==> src/rtl/sfifo_param.sv <==
// rtl/sfifo_param.sv - parametrised single-clock first-word-fall-through FIFO
// Registered status, occupancy count, almost flags, sync flush, sticky ovf/udf.
module sfifo_param #(
  parameter int AFIFODW   = 32,
  parameter int AFIFOAW   = 2,
  parameter int AFULL_TH  = 3,
  parameter int AEMPTY_TH = 1
) (
  input  logic               clk,
  input  logic               rst,
  input  logic               flush,
  input  logic               wen,
  input  logic [AFIFODW-1:0] wdata,
  output logic               wqfull,
  output logic               walmost_full,
  input  logic               rnext,
  output logic [AFIFODW-1:0] rdata,
  output logic               rqempty,
  output logic               ralmost_empty,
  output logic [AFIFOAW:0]   count,
  output logic               ovf,
  output logic               udf,
  input  logic               err_clr
);

  localparam int                 PW       = AFIFOAW + 1;
  localparam int                 DEPTH    = 1 << AFIFOAW;
  localparam logic [AFIFOAW:0]   AFULL_C  = PW'(AFULL_TH);
  localparam logic [AFIFOAW:0]   AEMPTY_C = PW'(AEMPTY_TH);
  localparam logic               AF_RST   = (AFULL_TH == 0);

  logic [AFIFODW-1:0] mem_q [DEPTH];

  logic [AFIFOAW:0] wptr_q, wptr_d;
  logic [AFIFOAW:0] rptr_q, rptr_d;
  logic [AFIFOAW:0] count_q, count_d;
  logic             full_q, full_d;
  logic             empty_q, empty_d;
  logic             afull_q, afull_d;
  logic             aempty_q, aempty_d;
  logic             ovf_q, ovf_d;
  logic             udf_q, udf_d;
  logic             wr_ok, rd_ok;

  // Acceptance looks only at registered status, so no input reaches an output combinationally.
  assign wr_ok = wen & ~full_q & ~flush;
  assign rd_ok = rnext & ~empty_q & ~flush;

  always_comb begin
    wptr_d = wptr_q;
    rptr_d = rptr_q;
    if (flush) begin
      wptr_d = '0;
      rptr_d = '0;
    end else begin
      if (wr_ok) wptr_d = wptr_q + 1'b1;
      if (rd_ok) rptr_d = rptr_q + 1'b1;
    end
    count_d  = wptr_d - rptr_d;
    empty_d  = (wptr_d == rptr_d);
    full_d   = (wptr_d[AFIFOAW] != rptr_d[AFIFOAW]) &&
               (wptr_d[AFIFOAW-1:0] == rptr_d[AFIFOAW-1:0]);
    afull_d  = (count_d >= AFULL_C);
    aempty_d = (count_d <= AEMPTY_C);
    // A fresh error in the same cycle as err_clr leaves the flag set.
    ovf_d = err_clr ? 1'b0 : ovf_q;
    udf_d = err_clr ? 1'b0 : udf_q;
    if (wen & full_q & ~flush)    ovf_d = 1'b1;
    if (rnext & empty_q & ~flush) udf_d = 1'b1;
  end

  always_ff @(posedge clk or posedge rst) begin
    if (rst) begin
      wptr_q   <= '0;
      rptr_q   <= '0;
      count_q  <= '0;
      full_q   <= 1'b0;
      empty_q  <= 1'b1;
      afull_q  <= AF_RST;
      aempty_q <= 1'b1;
      ovf_q    <= 1'b0;
      udf_q    <= 1'b0;
    end else begin
      wptr_q   <= wptr_d;
      rptr_q   <= rptr_d;
      count_q  <= count_d;
      full_q   <= full_d;
      empty_q  <= empty_d;
      afull_q  <= afull_d;
      aempty_q <= aempty_d;
      ovf_q    <= ovf_d;
      udf_q    <= udf_d;
    end
  end

  always_ff @(posedge clk) begin
    if (wr_ok) mem_q[wptr_q[AFIFOAW-1:0]] <= wdata;
  end

  assign rdata         = mem_q[rptr_q[AFIFOAW-1:0]];
  assign wqfull        = full_q;
  assign rqempty       = empty_q;
  assign walmost_full  = afull_q;
  assign ralmost_empty = aempty_q;
  assign count         = count_q;
  assign ovf           = ovf_q;
  assign udf           = udf_q;

endmodule

==> config.mk <==
export PLATFORM = sky130hd
export DESIGN_NAME = sfifo_param
export DESIGN_NICKNAME = d
export VERILOG_FILES = /design/src/rtl/sfifo_param.sv
export SDC_FILE = /design/constraint.sdc
export NUM_CORES = 1
export LEC_CHECK = 0
export CORE_MARGIN = 2
export CORE_UTILIZATION = 58
export CTS_CLUSTER_DIAMETER = 50
export DETAILED_ROUTE_END_ITERATION = 12
export GPL_TIMING_DRIVEN = 0
export PLACE_DENSITY_LB_ADDON = 0.1
export SLEW_MARGIN = 10
export SYNTH_ARGS = -nofsm -noshare
export SYNTH_HDL_FRONTEND = slang
export SYNTH_SLANG_ARGS = --single-unit
==> constraint.sdc <==
create_clock -name clk -period 4.1 [get_ports clk]
set_input_delay 1.025 -clock clk [delete_from_list [all_inputs] [get_ports clk]]
set_output_delay 1.025 -clock clk [all_outputs]
set_load 0.02 [all_outputs]
== Word-level counts from Yosys, hierarchy flattened ==
Memory sizes are Yosys's and may differ from the RTL's.
Cells that the tools add are included.
Word-level totals
  bits in registers: 15
  RAM bits: 128
  bits of input ports: 38
  output and inout port bits: 41
  word-level logic and storage cells: 41
  memories kept: 1
Memories
  mem_q: words 4, width 32, rd ports 1, clocked after Yosys merged registers in 0, wr ports 1, line 32  | logic [AFIFODW-1:0] mem_q [DEPTH];
Cells by class
  $add $sub $neg: 3
  magnitude comparators: 2
  equal/unequal tests: 3
  mux-type cells: 9
  bitwise operators: 11
  reduce and logical (&&, ||, !) cells: 3
Operators by type and width (number)
  2-to-1 mux 3 bit: 4
  AND 1 bit: 8
  adder 3 x 1 -> 3 bit, second input constant: 2
  2-to-1 mux 1 bit: 5
  nonzero test 2 bit: 2
  == test 3 bit: 1
  >= comparator 3 x 2 -> 1 bit, second input constant: 1
  <= comparator 3 x 1 -> 1 bit, second input constant: 1
  NOT 1 bit: 3
  subtractor 3 bit: 1
  == test 2 bit: 1
  logical AND 1 bit: 1
  != test 1 bit: 1

== Depth between registers and ports, before layout ==
  word-level depth: 7
  gate-level depth with buffers: 9

== Worst setup path after synthesis ==
No wires, ideal clock.
  path type: in2reg
  start point: in rnext
  end point: reg afull_q, in the netlist walmost_full
  setup time: 0.118 ns
  arrival: 2.490 ns
  required time: 3.982 ns
  path slack: 1.492 ns
  cell stages on the path: 6
  path buffers: 0
  path through: nor2b_1 -> mux2i_1 -> or2_1 -> fa_1 -> xnor3_2 -> a21o_1
On the way
  cells in the longest elaborated chain, start to end: 6
Ends and longest elaborated chain
  from (decl): line 16  | input logic rnext,
  AND 1 bit (2 in a row): line 47  | assign rd_ok = rnext & ~empty_q & ~flush;
  2-to-1 mux 3 bit: line 57  | if (rd_ok) rptr_d = rptr_q + 1'b1;
  2-to-1 mux 3 bit: line 52  | if (flush) begin
  subtractor 3 bit: line 59  | count_d = wptr_d - rptr_d;
  via count_d[2]: line 36  | logic [AFIFOAW:0] count_q, count_d;
  >= comparator 3 x 2 -> 1 bit: line 63  | afull_d = (count_d >= AFULL_C);
  via afull_d: line 39  | logic afull_q, afull_d;
  to (signal assigned): line 89  | afull_q <= afull_d;
  to (decl): line 39
The timed path passes the listed nets, and every way through them passes these cells.
A chain may end at the register's enable or synchronous reset.

== Final worst setup path ==
  start point: reg rptr_q[1]
  end point: out rdata[12]
On the way
  cells in the longest elaborated chain, start to end: 1
Ends and longest elaborated chain
  from (decl): line 35  | logic [AFIFOAW:0] rptr_q, rptr_d;
  from (signal assigned): line 85  | rptr_q <= rptr_d;
  memory (4 x 32 bit)
  to (decl): line 17  | output logic [AFIFODW-1:0] rdata,
Every way passes these cells.

==> flow_summary.json <==
{
  "status": "finished clean",
  "place_congestion": 0.721,
  "vias": 2512,
  "critPathCaptureType": "output port",
  "die-width_um": 100,
  "grtUsageTotal_pct": 19.6,
  "synth_top_cell_area_share_pct": 71.3,
  "synth_mux_area_share_pct": 14.2,
  "dpl_cell_area_um2": 6390,
  "syn_area_per_cell_um2": 22.9,
  "drive_gt1_share_pct": 24.1,
  "holdWs_ns": 0.531,
  "cts_buffers": 17,
  "slew_violations": 0,
  "clock_latency_ns": 0.50,
  "clock.fmax_ghz": 0.277,
  "core_um2": 9110,
  "rsz0062_at_grt": "false",
  "ys.flop_type": "edfxtp_1",
  "antenna_found_initial": 0,
  "yosysTopAreaCell": "edfxtp_1",
  "reg2reg_from": "rptr_q[0]",
  "final_cell_area_um2": 6930,
  "hp-class": "reg2reg",
  "yosysWarningCount": 0,
  "die_area_um2": 10100,
  "setup-violations-final": 0,
  "io_buffer_count": 78,
  "maxSlewHeadroom_pct": 54.1,
  "ir_worst_vdd_mv": 0.331,
  "drtPass1Iterations": 4,
  "async_flop_share_pct": 10.5,
  "hold_violations": 0,
  "grt_pass1_wl_um": 14100,
  "path_class": "reg2out",
  "post_cts_buffers": 0,
  "min_period_ns": 3.60,
  "final_common_cell": "edfxtp_1",
  "fin_nets": 382,
  "wl_per_cell_um": 19.5,
  "cp-endpoint": "rdata[12]",
  "area_delta_synth_final_pct": 28.6,
  "syn_area_um2": 5390,
  "power_w": 0.00383,
  "yosys.area_share.simple_pct": 2.44,
  "drc": 0,
  "fp.dieH_um": 100,
  "synth-seq-area-share_pct": 78.4,
  "synth_top_family_by_area": "multiplexers",
  "yosys-top-cells-area": "edfxtp_1 (71%), mux4_2 (13%), dfrtp_1 (6.0%)",
  "grt_max_degree": 30,
  "synth_xor_area_share_pct": 0.929,
  "fin_skew_ns": 0.00814,
  "ant_nets": 0,
  "synth_edf_count": 128,
  "setup_tns_ns": 0,
  "diodes": 0,
  "first_iter_violations": 158,
  "path_clk_slew_ns": 0.06,
  "crit_start": "rptr_q[1]",
  "cts_sinks": 143,
  "htree_levels": 4,
  "reg2reg_slack_ns": 1.73,
  "timing.rr.end": "walmost_full",
  "routed_wl_um": 8980,
  "synth_nets": 281,
  "power_density_nw_per_um2": 553,
  "grt_pass1_vias": 2718,
  "syn_inst": 235,
  "cp_max_fo": 10,
  "start_util_pct": 59.1,
  "dp_hpwl_um": 5460,
  "r2r_cells": 9,
  "leakage_nw": 2.38,
  "postCtsHoldBufs": 0,
  "pin_count": 79,
  "synth_compound_area_share_pct": 0.372,
  "final_util_pct": 76.0,
  "cts.root.buffer_cell": "clkbuf_8",
  "grt.overflow.total": 0,
  "tightestPinTransition_ns": 0.688,
  "cts_buffer_depth": 2,
  "cap_violations": 0,
  "required_ns": 3.07,
  "crit_arrival_ns": 2.58,
  "layout_common_cells": "edfxtp_1 (128), clkdlybuf4s50_1 (78), mux4_2 (32)",
  "synthDistinctLibCells": 28,
  "period_share_pct": 87.9,
  "synth_fa_ha_area_share_pct": 2.00,
  "row_count": 35,
  "cts_resized": 0,
  "avgViaCountPerCell": 5.46,
  "synth-seq-cells": 143,
  "cts_tree": "yes",
  "critPathLaunchType": "register"
}
==> stage by stage <==
stage	cells	setup WS (ns)
after floorplan	235	1.49
after global placement	424	0.455
after detailed placement	428	0.804
after CTS	460	0.468
after global routing	460	0.393
final	460	0.495
==> area by class of cell <==
class,count,area [um^2]
Tap cell,111,139
Clock inverter,13,113
Timing Repair Buffer,82,861
Multi-Input combinational cell,74,1080
Buffer,9,56.3
Sequential cell,143,4220
Inverter,9,33.8
Fill cell,530,2180
Clock buffer,19,422
==> worst max-delay path, stage by stage, from the launching register on <==
cell,delay [ns]
dfrtp_1,0.36
buf_2,0.18
clkbuf_1,0.55
mux4_2,0.42
clkdlybuf4s50_1,0.56
==> synthesized netlist by cell type, types with 3 or more instances <==
master	number
nor2b_1	3
buf_4	3
edfxtp_1	128
mux4_2	32
dfrtp_1	13
buf_2	3
ha_1	7
nand2_1	3
and2_1	4
nor2_1	6
inv_1	9
==> how the worst min path moves through the flow <==
stage	cells past startpoint	endpoint	start
after global routing	2	ovf	ovf
after detailed placement	2	udf	udf
after floorplan	2	udf	rqempty
final	2	udf	udf
after global placement	2	ovf	ovf
after CTS	2	udf	udf
==> registers in the layout (all words and copies together) (netlist names) <==
signal         count
walmost_full       1
wqfull             1
rqempty            1
wptr_q             3
udf                1
ovf                1
ralmost_empty      1
rptr_q             3
count              3
mem_q            128
==> routing by layer <==
metal	vias to the layer above	GRT usage [%]	wire [um]
met3	9	4.46	375
met4	0	8.54	84
li1	1148	-	-
met1	1290	25.4	3840
met5	-	0	0
met2	65	32.3	4680
==> cell families after synthesis <==
| kind of cell | Yosys count |
|---|---|
| AO/OA/AOI/OAI | 3 |
| XOR/XNOR | 4 |
| adder cells (fa/ha/maj) | 8 |
| buffers and inverters | 18 |
| flip-flops | 143 |
| multiplexers | 36 |
| AND/OR/NAND/NOR | 23 |
==> power breakdown <==
| part | total, W | internal (W) | switching [W] |
|---|---|---|---|
| sequential | 0.00169 | 0.00167 | 0.0000233 |
| clock | 0.00137 | 0.000804 | 0.000562 |
| combinational | 0.000774 | 0.000406 | 0.000368 |
| total | 0.00383 | 0.00288 | 0.000953 |
Power figures use the tool's default switching activity.
